File: src/rtl/sp_ram_burst_reader.sv
// Burst read engine: turns a (base, length) job into credit-limited SRAM word reads
// and replays the returned words as a valid/ready stream with a last-beat tag.
module sp_ram_burst_reader #(
  parameter int ADDR_W     = 16,
  parameter int DATA_W     = 32,
  parameter int LEN_W      = 16,
  parameter int FIFO_DEPTH = 4
) (
  input  logic              clk,
  input  logic              rst,
  input  logic              req_valid,
  output logic              req_ready,
  input  logic [ADDR_W-1:0] req_base_addr,
  input  logic [LEN_W-1:0]  req_len,
  output logic              ram_cs,
  output logic              ram_oe,
  output logic [ADDR_W-1:0] ram_addr,
  output logic              ram_w_req,
  output logic [DATA_W-1:0] ram_w_data,
  input  logic [DATA_W-1:0] ram_r_data,
  output logic              out_valid,
  input  logic              out_ready,
  output logic [DATA_W-1:0] out_data,
  output logic              out_last,
  output logic              busy,
  output logic              done,
  output logic [1:0]        fsm_state
);

  localparam int PTR_W = $clog2(FIFO_DEPTH);
  localparam int CNT_W = PTR_W + 1;
  localparam logic [CNT_W:0] DEPTH_C = (CNT_W + 1)'(FIFO_DEPTH);

  typedef enum logic [1:0] {IDLE, READ, DRAIN, DONE} state_t;

  state_t            state;
  logic [ADDR_W-1:0] next_addr;
  logic [LEN_W-1:0]  remaining;
  logic              cs_q;
  logic              last_q;
  logic              pend;
  logic              pend_last;

  logic [DATA_W-1:0] mem_data [FIFO_DEPTH];
  logic              mem_last [FIFO_DEPTH];
  logic [PTR_W-1:0]  wr_ptr;
  logic [PTR_W-1:0]  rd_ptr;
  logic [CNT_W-1:0]  count;

  logic              push;
  logic              pop;
  logic [CNT_W:0]    credit;
  logic              has_credit;

  // Credit counts buffered words plus the read on the bus and the read whose data is returning.
  assign credit     = {1'b0, count} + {{CNT_W{1'b0}}, cs_q} + {{CNT_W{1'b0}}, pend};
  assign has_credit = credit < DEPTH_C;

  assign push      = pend;
  assign out_valid = count != '0;
  assign pop       = out_valid && out_ready;
  assign out_data  = out_valid ? mem_data[rd_ptr] : '0;
  assign out_last  = out_valid ? mem_last[rd_ptr] : 1'b0;

  assign ram_cs     = cs_q;
  assign ram_oe     = cs_q;
  assign ram_w_req  = 1'b0;
  assign ram_w_data = '0;
  assign fsm_state  = state;

  // remaining counts words not yet scheduled; the first word is scheduled on acceptance.
  always_ff @(posedge clk) begin
    if (rst) begin
      state     <= IDLE;
      req_ready <= 1'b1;
      busy      <= 1'b0;
      done      <= 1'b0;
      cs_q      <= 1'b0;
      last_q    <= 1'b0;
      ram_addr  <= '0;
      next_addr <= '0;
      remaining <= '0;
    end else begin
      cs_q   <= 1'b0;
      last_q <= 1'b0;
      done   <= 1'b0;
      case (state)
        IDLE: begin
          if (req_valid) begin
            req_ready <= 1'b0;
            busy      <= 1'b1;
            if (req_len == '0) begin
              state <= DONE;
              done  <= 1'b1;
            end else begin
              cs_q      <= 1'b1;
              last_q    <= req_len == LEN_W'(1);
              ram_addr  <= req_base_addr;
              next_addr <= req_base_addr + ADDR_W'(1);
              remaining <= req_len - LEN_W'(1);
              state     <= (req_len == LEN_W'(1)) ? DRAIN : READ;
            end
          end
        end
        READ: begin
          if (remaining != '0 && has_credit) begin
            cs_q      <= 1'b1;
            last_q    <= remaining == LEN_W'(1);
            ram_addr  <= next_addr;
            next_addr <= next_addr + ADDR_W'(1);
            remaining <= remaining - LEN_W'(1);
            if (remaining == LEN_W'(1)) state <= DRAIN;
          end
        end
        DRAIN: begin
          if (pop && out_last) begin
            state <= DONE;
            done  <= 1'b1;
          end
        end
        DONE: begin
          state     <= IDLE;
          req_ready <= 1'b1;
          busy      <= 1'b0;
        end
        default: state <= IDLE;
      endcase
    end
  end

  always_ff @(posedge clk) begin
    if (rst) begin
      pend      <= 1'b0;
      pend_last <= 1'b0;
      wr_ptr    <= '0;
      rd_ptr    <= '0;
      count     <= '0;
    end else begin
      pend      <= cs_q;
      pend_last <= cs_q && last_q;
      if (push) wr_ptr <= wr_ptr + PTR_W'(1);
      if (pop)  rd_ptr <= rd_ptr + PTR_W'(1);
      case ({push, pop})
        2'b10:   count <= count + CNT_W'(1);
        2'b01:   count <= count - CNT_W'(1);
        default: count <= count;
      endcase
    end
  end

  // Storage needs no reset: out_data/out_last are masked while the buffer is empty.
  always_ff @(posedge clk) begin
    if (push) begin
      mem_data[wr_ptr] <= ram_r_data;
      mem_last[wr_ptr] <= pend_last;
    end
  end

endmodule
File: config.mk
export PLATFORM = sky130hd
export DESIGN_NAME = sp_ram_burst_reader
export DESIGN_NICKNAME = d
export VERILOG_FILES = /design/src/rtl/sp_ram_burst_reader.sv
export SDC_FILE = /design/constraint.sdc
export NUM_CORES = 1
export LEC_CHECK = 0
export CAP_MARGIN = 20
export CORE_ASPECT_RATIO = 0.9
export CORE_MARGIN = 3
export CORE_UTILIZATION = 35
export CTS_BUF_LIST = sky130_fd_sc_hd__clkbuf_8
export DETAILED_ROUTE_END_ITERATION = 8
export HOLD_SLACK_MARGIN = 0.1
export SKIP_CTS_REPAIR_TIMING = 1
export SYNTH_ARGS = -nofsm -noshare
export SYNTH_HDL_FRONTEND = slang
export SYNTH_SLANG_ARGS = --single-unit
File: constraint.sdc
create_clock -name clk -period 3 [get_ports clk]
set_input_delay 0.45 -clock clk [delete_from_list [all_inputs] [get_ports clk]]
set_output_delay 0.45 -clock clk [all_outputs]
set_load 0.03 [all_outputs]
# == Yosys cells after proc, flatten, opt, wreduce, memory -nomap -nowiden ==
# Memories as Yosys holds them, arrays and structs flattened. A register that Yosys moved wholly into a read port is not among the register bits.
# Cells that the tools add are included.
# word_totals
memories,2
out_inout_bits,90
ram_bits,132
mem_bits_ro,0
in_bits,68
register_bits,64
latch_bits,0
# memory_table
name,words,width,rd,rd_clocked_by_memory_dff,write_ports,line_no,rtl
mem_data,4,32,1,1,1,44,logic [DATA_W-1:0] mem_data [FIFO_DEPTH];
mem_last,4,1,1,1,1,45,logic mem_last [FIFO_DEPTH];
# op_classes
bitwise,0
mux,44
n_reduce_logical,14
n_eq_ne,12
mul,0
add_sub_neg,10
shifts,0
n_lt_le_gt_ge,1
div_mod_pow,0
# ops
op,count
$mux W16,9
$pmux W16 S2,3
$add A16 B1 Y16 const B,2
$eq A16 B1 Y1 const B,2
$mux W32,1
$sub A16 B1 Y16 const B,2
$mux W2,10
$logic_not A16 Y1,1
$reduce_bool A16 Y1,1
$mux W1,14
$ne A2 B2 Y1 const B,5
$pmux W1 S2,5
$pmux W2 S4,1
$reduce_and A4 Y1,2
$eq A2 B2 Y1 const B,3
$pmux W3 S2,1
$reduce_bool A2 Y1,3
$add A2 B1 Y2 const B,2
$add A3 B1 Y4,1
$add A4 B1 Y4,1
$eq A2 B1 Y1 const B,2
$logic_and A1 B1 Y1,4
$lt A4 B3 Y1 const B,1
$add A3 B1 Y3 const B,1
4 further kinds,4

# == Logic depth before layout (Yosys ltp) ==
# logic_depth
ltp_word,6
ltp_mapped,13

# == Worst setup path after synthesis ==
# OpenSTA, ideal clock, no wires.
# synth_path
kind,register to register
start,"register state[1], in the netlist fsm_state[1]"
end,register next_addr[8]
synth_period_minus_slack_ns,2.828
path_stages_with_launch,14
path_slack_ns,0.172
setup_ns,0.086
required_ns,2.914
arrival_ns,2.742
path_cell_list,dfxtp_1 inv_1 ha_1 clkbuf_2 buf_2 buf_2 mux2_2 ha_1 nand4_1 a21oi_1 nand2_1 xnor2_1 o32ai_1 a211oi_1
# synth_between
elab_chain_len,3
word_cells_on_any_way,8
cone_classes,eq/ne (4); mux (1); reduce/logical (3)
# synth_lines
element,line_no,rtl
from (decl),36,state_t state;
from (signal assigned),101,state <= (req_len == LEN_W'(1)) ? DRAIN : READ;
$eq A2 B1 Y1 / $logic_not A2 Y1 (equally long branches),87,case (state)
$ne A2 B2 Y1 (no line) / $reduce_bool A2 Y1 (equally long branches),-,
$reduce_and A4 Y1 (no line),-,
to (signal assigned),99,next_addr <= req_base_addr + ADDR_W'(1);
to (signal assigned),110,next_addr <= next_addr + ADDR_W'(1);
to (decl),37,logic [ADDR_W-1:0] next_addr;
# Several ways; a longest one is shown, not always the timed one.
# A chain may end at the register's enable or synchronous reset.

==> results.sh <==
export IMPL_status="completed"
export IMPL_dieArea_um2=28800
export IMPL_path_clk_slew_ns=0.11
export IMPL_hold_class="reg2reg"
export IMPL_gr_total_overflow=0
export IMPL_dieWidth_um=178
export IMPL_r2r_end="ram_addr[3]"
export IMPL_final_cells=1230
export IMPL_htreeDepth=4
export IMPL_core_um2=26200
export IMPL_dp_hpwl_um=13900
export IMPL_firstDrtPassIters=5
export IMPL_fin_tns_setup_ns=0
export IMPL_routed_wl_um=20600
export IMPL_grt_max_degree=60
export IMPL_internal_power_mw=5.91
export IMPL_placed_cells=1198
export IMPL_fin_crit_ns=2.85
export IMPL_drt_iter0_drc=374
export IMPL_combPwrFrac_pct=46.7
export IMPL_cts_tree="yes"
export IMPL_drive_above_1_share_pct=14.1
export IMPL_mostFrequentLayoutCell="edfxtp_1"
export IMPL_synth_seq_area_share_pct=56.4
export IMPL_syn_cell_area_um2=9360
export IMPL_finalHoldViolations=0
export IMPL_finalSetupViolCount=0
export IMPL_rrSetupSlack_ns=0.41
export IMPL_placementRows=56
export IMPL_drc=0
export IMPL_clkLatencyLatePin_ns=0.47
export IMPL_wire_per_inst_um=16.8
export IMPL_critical_path_class="reg2out"
export IMPL_fin_crit_sh_pct=95.0
export IMPL_power_frac_seq_pct=36.2
export IMPL_worst_hold_slack_ns=0.454
export IMPL_grt_pass1_vias=6059
export IMPL_p_switching_mw=4.23
export IMPL_p_per_area_nw_per_um2=898
export IMPL_rsz0062_at_grt="false"
export IMPL_skew_ns=0.0239
export IMPL_cts_made_buffers=17
export IMPL_yosys_most_used_dff="edfxtp_1"
export IMPL_cp_start_kind="flop"
export IMPL_max_freq_mhz=351
export IMPL_grt_pass1_wl_um=33100
export IMPL_fin_area_um2=11300
export IMPL_via_per_inst=4.94
export IMPL_route_vias_total=6080
export IMPL_worst_path_max_fanout=33
export IMPL_rr_startpoint="pend"
export IMPL_chipHeight_um=161
export IMPL_io_buffers=124
export IMPL_min_to="pend_last"
export IMPL_peakVddDrop_mv=0.402
export IMPL_worstMarginPinSlew_ns=0.900
export IMPL_ant_nets=0
export IMPL_cts_root_buf="clkbuf_8"
export IMPL_synth_edf_count=132
export IMPL_crit_path_end_kind="output pin"
export IMPL_syn_avg_cell_area_um2=12.5
export IMPL_yosysUniqueCellTypes=68
export IMPL_grt_usage_pct=14.5
export IMPL_yosys_warnings=0
export IMPL_ff2ff_path_depth=8
export IMPL_cp_data_required_time_ns=2.55
export IMPL_placed_area_um2=10900
export IMPL_final_nets=955
export IMPL_syn_instance_count=750
export IMPL_min_from="last_q"
export IMPL_area_growth_pct=20.7
export IMPL_ys_ff_latch=198
export IMPL_ios=158
export IMPL_switching_share_pct=41.7
export IMPL_cts_sinks=198
export IMPL_clock_path_buffers=2
export IMPL_p_leak_nw=3.83
export IMPL_start_util_pct=35.7
export IMPL_final_cell_mix="132 x edfxtp_1, 111 x clkdlybuf4s50_1, 65 x dfxtp_1, 55 x nand2_1"
export IMPL_maxSlewViolCount=0
export IMPL_async_flop_share_pct=0
export IMPL_holdPathStages=1
export IMPL_antenna_found_initial=0
export IMPL_arrival_ns=2.40
export IMPL_diodes=0
export IMPL_p_clk_share_pct=17.1
export IMPL_slew_headroom_pct=40.0
export IMPL_finalWeightedCongestion=0.803
export IMPL_maxCapViolCount=0
export IMPL_post_route_util_pct=43.1
==> layout make-up <==
type                       count  area (um2)
inverter                      22        82.6
timing repair buffer         142        1400
sequential                   198        5290
multi-input combinational    488        3700
fill                        2472       14900
clock inverter                15         174
tap                          348         435
clock buffer                  17         234
==> flip-flops by register name (all words and copies together) (netlist names), 3 cells and up, named ones only <==
name	count
count	3
mem_data	128
mem_last	4
next_addr	16
ram_addr	16
remaining	16
==> synthesized netlist by cell type, drive strengths merged (3+ instances only) <==
| master | instances | share of area [%] |
|---|---|---|
| o211ai | 7 | 0.56 |
| a21oi | 43 | 2.3 |
| o32ai | 5 | 0.47 |
| nor3 | 8 | 0.43 |
| ha | 17 | 2.3 |
| nand2 | 55 | 2.2 |
| dfxtp | 66 | 14 |
| nand4b | 4 | 0.37 |
| nand3b | 3 | 0.24 |
| a21o | 5 | 0.40 |
| xor2 | 15 | 1.4 |
| a31oi | 5 | 0.33 |
| mux4 | 33 | 7.9 |
| nor2b | 4 | 0.27 |
| o21a | 4 | 0.32 |
| buf | 52 | 3.8 |
| inv | 21 | 0.84 |
| nor4 | 5 | 0.95 |
| xnor2 | 15 | 1.4 |
| and2 | 43 | 2.9 |
| or3 | 4 | 0.27 |
| mux2i | 16 | 1.7 |
| nand4 | 13 | 0.94 |
| nand3 | 22 | 1.2 |
| o22ai | 6 | 0.40 |
| a211oi | 23 | 2.3 |
| clkbuf | 22 | 0.90 |
| edfxtp | 132 | 42 |
| o21ai | 27 | 1.6 |
| or4 | 3 | 0.24 |
| nor2 | 42 | 1.7 |
==> critical path, stage by stage (launching register included) <==
cell and delay (ns):
dfxtp_2 0.35, buf_12 0.27, mux4_2 0.54, and2_1 0.18, clkdlybuf4s50_1 0.60
==> per-layer routing <==
metal  vias to the layer above  track usage (%)  wire length [um]  share of wire [%]
met5                         -                0                 0                  0
met4                         0             2.90               186               0.90
met3                        16             3.17              1030                5.0
met2                       157             23.5              9900                 48
met1                      2948             20.2              9510                 46
li1                       2959                -                 -                  -
==> stage by stage <==
stage	setup slack (ns)	total power, mW
after floorplan	0.172	7.00
after global placement	0.220	8.50
after detailed placement	0.194	8.51
after CTS	0.0862	10.3
after global routing	0.0153	10.8
final	0.150	10.1
==> worst max-delay path by stage <==
stage / slack (ns) / from / cells after the start / end
6_report: 0.15 / flop / 4 / out_data[31]
5_1_grt: 0.02 / flop / 4 / out_data[21]
3_5_place_dp: 0.19 / req_len[10] / 8 / remaining[2]
4_1_cts: 0.09 / flop / 4 / out_data[21]
2_1_floorplan: 0.17 / fsm_state[1] / 13 / next_addr[8]
3_3_place_gp: 0.22 / req_len[10] / 8 / remaining[6]
==> power by group through the flow <==
stage / Combinational (mW) / Clock, mW / Sequential (mW)
6_report: 4.73 / 1.73 / 3.68
3_5_place_dp: 4.77 / 0 / 3.74
3_3_place_gp: 4.76 / 0 / 3.74
5_1_grt: 5.19 / 1.92 / 3.74
2_1_floorplan: 3.08 / 0 / 3.92
4_1_cts: 4.79 / 1.80 / 3.68
==> cell families (layout without fill, tap and decap cells) <==
kind of cell	after synthesis	count (layout)	share of synthesized area, %
AND/OR/NAND/NOR	214	214	12.3
flip-flops	198	198	56.4
AO/OA/AOI/OAI	142	142	10.4
buffers and inverters	96	196	5.61
multiplexers	51	51	9.89
XOR/XNOR	30	30	2.81
adder cells (fa/ha/maj)	18	18	2.49
other	1	33	0.0400
Note: power is estimated with default switching activity, not from simulation.
